$ cat src/rtl/sdf_fft_pkg.sv
// Shared fixed-point constants, the 64-point twiddle table and the round/saturate helpers
// for the SDF FFT datapath. Pure constants and functions, no state.
package sdf_fft_pkg;

    localparam int DATA_W_DEF = 14;
    localparam int TW_W_DEF   = 13;
    localparam int TW_TAB_N   = 64;

    // W_64^k = cos(2*pi*k/64) - j*sin(2*pi*k/64), k = 0..31, scaled by 2^11 and floored.
    // Every smaller power-of-two frame uses a decimation of this table (stride 64/N).
    localparam int TW64_RE [TW_TAB_N/2] = '{
         2048,  2038,  2008,  1959,  1892,  1806,  1702,  1583,
         1448,  1299,  1137,   965,   783,   594,   399,   200,
            0,  -201,  -400,  -595,  -784,  -966, -1138, -1300,
        -1449, -1584, -1703, -1807, -1893, -1960, -2009, -2039
    };
    localparam int TW64_IM [TW_TAB_N/2] = '{
            0,  -201,  -400,  -595,  -784,  -966, -1138, -1300,
        -1449, -1584, -1703, -1807, -1893, -1960, -2009, -2039,
        -2048, -2039, -2009, -1960, -1893, -1807, -1703, -1584,
        -1449, -1300, -1138,  -966,  -784,  -595,  -400,  -201
    };

    // Round half-up then drop 'frac' fractional bits.
    function automatic logic signed [63:0] round_shift(input logic signed [63:0] acc,
                                                       input int frac);
        return (acc + (64'sd1 <<< (frac - 1))) >>> frac;
    endfunction

    function automatic logic signed [63:0] sat_val(input logic signed [63:0] acc,
                                                   input int frac, input int dw);
        logic signed [63:0] r, hi, lo;
        r  = round_shift(acc, frac);
        hi = (64'sd1 <<< (dw - 1)) - 64'sd1;
        lo = -(64'sd1 <<< (dw - 1));
        if (r > hi)      return hi;
        else if (r < lo) return lo;
        else             return r;
    endfunction

    function automatic logic sat_flag(input logic signed [63:0] acc,
                                      input int frac, input int dw);
        logic signed [63:0] r, hi, lo;
        r  = round_shift(acc, frac);
        hi = (64'sd1 <<< (dw - 1)) - 64'sd1;
        lo = -(64'sd1 <<< (dw - 1));
        return (r > hi) || (r < lo);
    endfunction

endpackage

$ cat src/rtl/twiddle_rom.sv
// Combinational twiddle lookup W_N^idx for the first half of an N-point frame.
// Zero latency, no flow control.
module twiddle_rom
    import sdf_fft_pkg::*;
#(
    parameter int N_POINT = 8,
    parameter int TW_W    = TW_W_DEF,
    parameter int CNT_W   = $clog2(N_POINT)
) (
    input  logic [CNT_W-2:0]        idx_i,
    output logic signed [TW_W-1:0]  tw_real_o,
    output logic signed [TW_W-1:0]  tw_imag_o
);

    localparam int STRIDE = TW_TAB_N / N_POINT;
    localparam int K_W    = $clog2(TW_TAB_N / 2);

    logic [K_W-1:0] k;

    always_comb begin
        k         = K_W'(int'(idx_i) * STRIDE);
        tw_real_o = TW_W'(TW64_RE[k]);
        tw_imag_o = TW_W'(TW64_IM[k]);
    end

endmodule

$ cat src/rtl/sdf_twiddle_mult.sv
// SDF radix-2 twiddle multiplier: first half-frame x W_N^idx (rounded, saturated), second half bypassed.
// Fixed 3-cycle latency, free-running pipeline, no backpressure.
module sdf_twiddle_mult
    import sdf_fft_pkg::*;
#(
    parameter int DATA_W  = DATA_W_DEF,
    parameter int TW_W    = TW_W_DEF,
    parameter int N_POINT = 8,
    parameter int CNT_W   = $clog2(N_POINT)
) (
    input  logic                      clk,
    input  logic                      rst_n,
    input  logic                      frame_start,
    input  logic                      in_valid,
    input  logic signed [DATA_W-1:0]  in_real,
    input  logic signed [DATA_W-1:0]  in_imag,
    output logic                      out_valid,
    output logic signed [DATA_W-1:0]  out_real,
    output logic signed [DATA_W-1:0]  out_imag,
    output logic                      out_mult,
    output logic                      out_sat
);

    localparam int P_W   = DATA_W + TW_W;
    localparam int ACC_W = P_W + 1;
    localparam int FRAC  = TW_W - 2;

    logic [CNT_W-1:0] idx_q, idx_d, cur_idx;
    logic             is_mult;
    logic signed [TW_W-1:0] br_c, bi_c;

    // frame_start overrides the running index for the sample presented with it.
    always_comb begin
        cur_idx = frame_start ? '0 : idx_q;
        idx_d   = idx_q;
        if (in_valid)
            idx_d = cur_idx + CNT_W'(1);
        else if (frame_start)
            idx_d = '0;
        is_mult = ~cur_idx[CNT_W-1];
    end

    twiddle_rom #(
        .N_POINT (N_POINT),
        .TW_W    (TW_W),
        .CNT_W   (CNT_W)
    ) u_rom (
        .idx_i     (cur_idx[CNT_W-2:0]),
        .tw_real_o (br_c),
        .tw_imag_o (bi_c)
    );

    logic                     v1_q, mult1_q;
    logic signed [DATA_W-1:0] ar1_q, ai1_q;
    logic signed [TW_W-1:0]   br1_q, bi1_q;

    always_ff @(posedge clk or negedge rst_n) begin
        if (!rst_n) begin
            idx_q   <= '0;
            v1_q    <= 1'b0;
            mult1_q <= 1'b0;
            ar1_q   <= '0;
            ai1_q   <= '0;
            br1_q   <= '0;
            bi1_q   <= '0;
        end else begin
            idx_q <= idx_d;
            v1_q  <= in_valid;
            if (in_valid) begin
                mult1_q <= is_mult;
                ar1_q   <= in_real;
                ai1_q   <= in_imag;
                br1_q   <= br_c;
                bi1_q   <= bi_c;
            end
        end
    end

    logic                     v2_q, mult2_q;
    logic signed [DATA_W-1:0] ar2_q, ai2_q;
    logic signed [P_W-1:0]    prr_q, pii_q, pri_q, pir_q;

    always_ff @(posedge clk or negedge rst_n) begin
        if (!rst_n) begin
            v2_q    <= 1'b0;
            mult2_q <= 1'b0;
            ar2_q   <= '0;
            ai2_q   <= '0;
            prr_q   <= '0;
            pii_q   <= '0;
            pri_q   <= '0;
            pir_q   <= '0;
        end else begin
            v2_q <= v1_q;
            if (v1_q) begin
                mult2_q <= mult1_q;
                ar2_q   <= ar1_q;
                ai2_q   <= ai1_q;
                prr_q   <= P_W'(ar1_q) * P_W'(br1_q);
                pii_q   <= P_W'(ai1_q) * P_W'(bi1_q);
                pri_q   <= P_W'(ar1_q) * P_W'(bi1_q);
                pir_q   <= P_W'(ai1_q) * P_W'(br1_q);
            end
        end
    end

    // One guard bit on the sums: |re|,|im| can reach 2 * 2^(P_W-1).
    logic signed [ACC_W-1:0] re_sum, im_sum;
    logic signed [63:0]      re_ext, im_ext;

    always_comb begin
        re_sum = ACC_W'(prr_q) - ACC_W'(pii_q);
        im_sum = ACC_W'(pri_q) + ACC_W'(pir_q);
        re_ext = 64'(re_sum);
        im_ext = 64'(im_sum);
    end

    logic                     out_valid_q, out_mult_q, out_sat_q;
    logic signed [DATA_W-1:0] out_real_q, out_imag_q;

    always_ff @(posedge clk or negedge rst_n) begin
        if (!rst_n) begin
            out_valid_q <= 1'b0;
            out_real_q  <= '0;
            out_imag_q  <= '0;
            out_mult_q  <= 1'b0;
            out_sat_q   <= 1'b0;
        end else begin
            out_valid_q <= v2_q;
            if (v2_q) begin
                if (mult2_q) begin
                    out_real_q <= DATA_W'(sat_val(re_ext, FRAC, DATA_W));
                    out_imag_q <= DATA_W'(sat_val(im_ext, FRAC, DATA_W));
                    out_mult_q <= 1'b1;
                    out_sat_q  <= sat_flag(re_ext, FRAC, DATA_W) | sat_flag(im_ext, FRAC, DATA_W);
                end else begin
                    out_real_q <= ar2_q;
                    out_imag_q <= ai2_q;
                    out_mult_q <= 1'b0;
                    out_sat_q  <= 1'b0;
                end
            end
        end
    end

    assign out_valid = out_valid_q;
    assign out_real  = out_real_q;
    assign out_imag  = out_imag_q;
    assign out_mult  = out_mult_q;
    assign out_sat   = out_sat_q;

endmodule

$ cat config.mk
export PLATFORM = sky130hd
export DESIGN_NAME = sdf_twiddle_mult
export DESIGN_NICKNAME = d
export VERILOG_FILES = /design/src/rtl/sdf_fft_pkg.sv /design/src/rtl/twiddle_rom.sv /design/src/rtl/sdf_twiddle_mult.sv
export SDC_FILE = /design/constraint.sdc
export NUM_CORES = 2
export LEC_CHECK = 0
export BUFFER_PORTS_ARGS = -buffer_cell sky130_fd_sc_hd__buf_2
export CORE_MARGIN = 1.5
export CORE_UTILIZATION = 60
export DETAILED_ROUTE_END_ITERATION = 7
export GPL_ROUTABILITY_DRIVEN = 1
export PLACE_DENSITY = 0.8
export SKIP_CTS_REPAIR_TIMING = 1
export SLEW_MARGIN = 20
export SYNTH_ARGS = -nofsm -noshare
export SYNTH_HDL_FRONTEND = slang
export SYNTH_HIERARCHICAL = 1
export SYNTH_SLANG_ARGS = --single-unit
$ cat constraint.sdc
create_clock -name clk -period 5.9 [get_ports clk]
set_clock_uncertainty 0.15 [all_clocks]
set_input_delay 1.18 -clock clk [delete_from_list [all_inputs] [get_ports clk]]
set_output_delay 1.18 -clock clk [all_outputs]
set_load 0.02 [all_outputs]
Word level (Yosys, flattened, before mapping)
Memories as Yosys holds them, arrays and structs flattened. A register that Yosys moved wholly into a read port is not among the register bits.
Cells that the tools add are included.
W data, S select, Z words.
Storage, ports and cells
  flip-flop bits (word level): 202
  ROM bits: 2048
  output and inout bits: 31
  logic and storage cells: 50
  memories kept: 2
Memories
  (no name shown): depth 32, bits a word 32, read ports 1, clocked after Yosys merged registers in 1, wr ports 0, RTL line twiddle_rom.sv:23  | tw_imag_o = TW_W'(TW64_IM[k]);
  (no name shown): depth 32, bits a word 32, read ports 1, clocked after Yosys merged registers in 1, wr ports 0, RTL line twiddle_rom.sv:22  | tw_real_o = TW_W'(TW64_RE[k]);
Operators by class
  add/subtract/negate cells: 5
  multiply operators: 4
  $lt $le $gt $ge: 4
  mux-type cells: 10
  bitwise logic cells: 3
  reduce and logical (&&, ||, !) cells: 4
Operators by type and width (number)
  $mul A14 B13 Y27: 4
  $mux W14: 6
  $add A28 B12 Y29 const B: 2
  $gt A18 B14 Y1 const B: 2
  $lt A18 B14 Y1 const B: 2
  $add A27 B27 Y28: 1
  $sub A27 B27 Y28: 1
  $mux W3: 2
  $not A5 Y6: 1
  $add A3 B1 Y3 const B: 1
  $logic_not A1 Y1: 2
  $logic_or A1 B1 Y1: 2
  $mux W1: 2
  $not A1 Y1: 1
  $or A1 B1 Y1: 1

Logic depth before layout (Yosys ltp)
  depth in word-level cells: 6
  gate-level depth with buffers: 26

Cells and area by module
The synthesis kept the hierarchy.
By module, submodules not included
  sdf_twiddle_mult: instances 1, cells an instance 3967, area an instance 38314.2 µm²
  twiddle_rom: instances 1, cells an instance 30, area an instance 221.5 µm²

Worst setup path before layout
Ideal clock, no wire load.
  kind: register -> register
  start point: reg br1_q[1]
  end point: reg prr_q[23]
  arrival: 6.084 ns
  data required time: 5.625 ns
  slack: -0.459 ns
  cell stages (with the launch flop): 24
  path buffers: 2
  period minus slack after synthesis: 6.359 ns
  cells stage by stage: dfrtp_1 clkbuf_1 clkbuf_1 and2_1 fa_1 inv_1 fa_1 inv_1 fa_1 inv_1 fa_1 inv_1 fa_1 ha_1 ha_1 o21ai_0 a21boi_0 nor4_1 o31ai_1 a41oi_1 a2111oi_0 nor3_1 xnor2_1 mux2_2
On the way
  word-level cells in the longest chain between the ends: 1
RTL lines
  start, declared: RTL line sdf_twiddle_mult.sv:55  | logic signed [TW_W-1:0] br1_q, bi1_q;
  $mul A14 B13 Y27: RTL line sdf_twiddle_mult.sv:99  | prr_q <= P_W'(ar1_q) * P_W'(br1_q);
  end signal, assigned: RTL line sdf_twiddle_mult.sv:99
  end, declared: RTL line sdf_twiddle_mult.sv:81  | logic signed [P_W-1:0] prr_q, pii_q, pri_q, pir_q;
No other way between the ends.
A chain may end at the register's enable or synchronous reset.

Worst setup path in the final report
  start point: reg ar1_q[9]
  end point: reg pri_q[24]
On the way
  word-level cells in the longest chain between the ends: 1
RTL lines
  start, declared: RTL line sdf_twiddle_mult.sv:54  | logic signed [DATA_W-1:0] ar1_q, ai1_q;
  start signal, assigned: RTL line sdf_twiddle_mult.sv:71  | ar1_q <= in_real;
  $mul A14 B13 Y27: RTL line sdf_twiddle_mult.sv:101  | pri_q <= P_W'(ar1_q) * P_W'(bi1_q);
  end signal, assigned: RTL line sdf_twiddle_mult.sv:101
  end, declared: RTL line sdf_twiddle_mult.sv:81
No other way between the ends.

==> run metrics <==
EDFF count, synth=0; Post-synth ARST share=100%; routed len/inst=20.8 um; global route overflow=0; non-filler cells in the finished layout=just over 5,000; CTS tree=built; most common cell after layout, fill and taps aside=inv_1; initial antenna violation count=6; crit share post-route=108%; final hold vios=0; critical path type=flop to flop; worst hold path depth=2; R2R Path End=pri_q[24]$_DFFE_PN0P_; dpl cells=5,061; final setup vio count=19; violated checks=negative setup slack; critical path launch point type=flop; WHS Endpoint=prr_q[9]$_DFFE_PN0P_; Synthesis Warnings=6; CP Capture Type=flop; Yosys reg bits=between 200 and 250; Core Box Area=~0.063 mm^2; Die Footprint=0.0658 mm^2; Clock Path Buffers=3; Worst Hold Class=flop to flop; Clock Sinks=228; Synth cell types=68; mean number of vias per cell=approximately 5.8; gate count of the mapped netlist=about 4,000; final worst path period need=6.39 ns; drt initial violations=2,780; global placement routability congestion=0.914; Total Routing Usage GR=a little under a third; # rows=92; FF-to-FF path depth=21; hold_sp=prr_q[9]$_DFFE_PN0P_; HPWL after DPL=79,200 um; CP required=around 6.3 ns; Via Count=29,932; area delta synth->final=17.5%; Filler cells=roughly 4,100; post-layout util=71.5%; fmax=approximately 0.16 GHz; Slew Limit Fails=0; first-pass GRT wire length=161,000 um; die width=256 um; Syn Area/Cell=9.64 um^2; Slew @ Worst Pin=1.23 ns; Routed Wire Length=108,000 um; Pre-antenna DRT Iters=7; max_cap viols=0; total negative slack=-3.69 ns; status=finished, violations left; leading area contributor after synthesis=fa_1; Port Buffers=62; largest net degree at the start of global routing=94; most frequent cells in the layout=749 x inv_1, 673 x fa_1, 458 x nand2_1; RSZ-0062 raised after global routing=true; Initial Utilization=60.9%; Reg clk slew, reported paths=0.07 ns; top cell type's share of synthesized area=35.9%; worst skew pair latency=~0.64 ns; share of cells above drive strength 1=22.0%; CTS Root Cell=clkbuf_16; register area share after synthesis=between 10% and 20%; Synth Cell Area=0.0385 mm^2; Top FF cell, synth=dfrtp_1; top cells by area, synth=fa_1 36%, dfrtp_1 15%, ha_1 12%; antenna viol nets, final=0; setup ws final=-0.493 ns; final net count=5,409; setup slack on the worst flop-to-flop path=-0.49 ns; vias in the first global route=31,197; CTS Buf Count=30; Max H-tree Level=1; Die Ht=256 um; # DRC=0; Boundary Pins=63; Slew headroom=18.1%; CP Max Fanout=8; CP arrival=6.74 ns; Reg-to-Reg Start=ar1_q[9]$_DFFE_PN0P_
-- logic make-up (layout without fill, tap and decap cells) --
logic type / after synthesis / count (layout) / share of synthesized area, %
adders and majority gates: 1076 / 1076 / 48.4
muxes: 146 / 146 / 4.24
and+or+nand+nor: 1067 / 1067 / 13.3
DFF: 228 / 228 / 14.8
xor gates and xnor gates: 137 / 137 / 3.11
other: 1 / 7 / 0.00973
buffers and inverters: 990 / 1314 / 9.90
AOI/OAI and AO/OA: 352 / 352 / 6.24
-- sequential cells by signal, indices dropped and copies added (netlist names), 14 cells and up --
name / flops
ar2_q: 14
out_real: 14
prr_q: 27
pir_q: 27
out_imag: 14
pii_q: 27
ai1_q: 14
ar1_q: 14
ai2_q: 14
pri_q: 27
-- worst max-delay path by stage --
stage,end,startpoint,cells past startpoint
2_1_floorplan,prr_q[23]$_DFFE_PN0P_,br1_q[1]$_DFFE_PN0P_,23
3_3_place_gp,pir_q[25]$_DFFE_PN0P_,br1_q[1]$_DFFE_PN0P_,26
3_5_place_dp,pir_q[25]$_DFFE_PN0P_,br1_q[1]$_DFFE_PN0P_,26
4_1_cts,pir_q[25]$_DFFE_PN0P_,br1_q[1]$_DFFE_PN0P_,26
5_1_grt,pri_q[24]$_DFFE_PN0P_,ar1_q[9]$_DFFE_PN0P_,21
6_report,pri_q[24]$_DFFE_PN0P_,ar1_q[9]$_DFFE_PN0P_,21
-- layer usage --
metal	vias to the layer above	global-route usage [%]	wire length (um)
met5	-	0	34
met4	6	14.9	8170
met3	514	5.65	10000
met2	1575	51.0	50500
met1	14967	39.7	39200
li1	12870	-	-
-- area by class of cell --
cell class / instances / area (um^2) / share of cell area, %
Antenna cell: 2 / 5.00 / 0.0111
Clock buffer: 33 / 782 / 1.73
Clock inverter: 23 / 251 / 0.556
Inverter: 768 / 2880 / 6.37
Multi-Input combinational cell: 2783 / 30400 / 67.3
Sequential cell: 228 / 5740 / 12.7
Tap cell: 846 / 1060 / 2.34
Timing Repair Buffer: 490 / 4100 / 9.05
-- worst max-delay path: stages (launching register included) --
cell and delay (ns):
dfrtp_2 0.45, buf_4 0.20, buf_4 0.16, nand2_1 0.22
fa_1 0.53, fa_1 0.54, inv_1 0.06, fa_1 0.49
fa_1 0.59, fa_1 0.47, ha_4 0.30, ha_4 0.20
and3_4 0.17, and3_4 0.17, a211o_1 0.24, a41oi_2 0.23
a21oi_2 0.13, buf_4 0.15, a211oi_2 0.20, o21ai_1 0.14
xor2_1 0.17, mux2_2 0.29
-- Yosys cell counts (80+ instances only) --
master      n
a21oi_1    83
and2_1    315
clkbuf_1  189
dfrtp_1   228
fa_1      692
ha_1      384
inv_1     768
mux2_2    138
nand2_1   463
nor2_1    146
o21ai_0    80
xnor2_1    97
-- stage by stage --
step	instance area, um^2	worst slack (ns)	hold slack, ns
after floorplan	38700	-0.0574	0.258
after CTS	43300	-0.511	0.345
final	45300	-0.493	0.344
after global routing	45300	-0.523	0.357
after global placement	42300	-0.367	0.315
after detailed placement	42300	-0.439	0.325
Power is not shown: default switching activity piles up to over one toggle a cycle in this logic, so the estimate is an artifact.
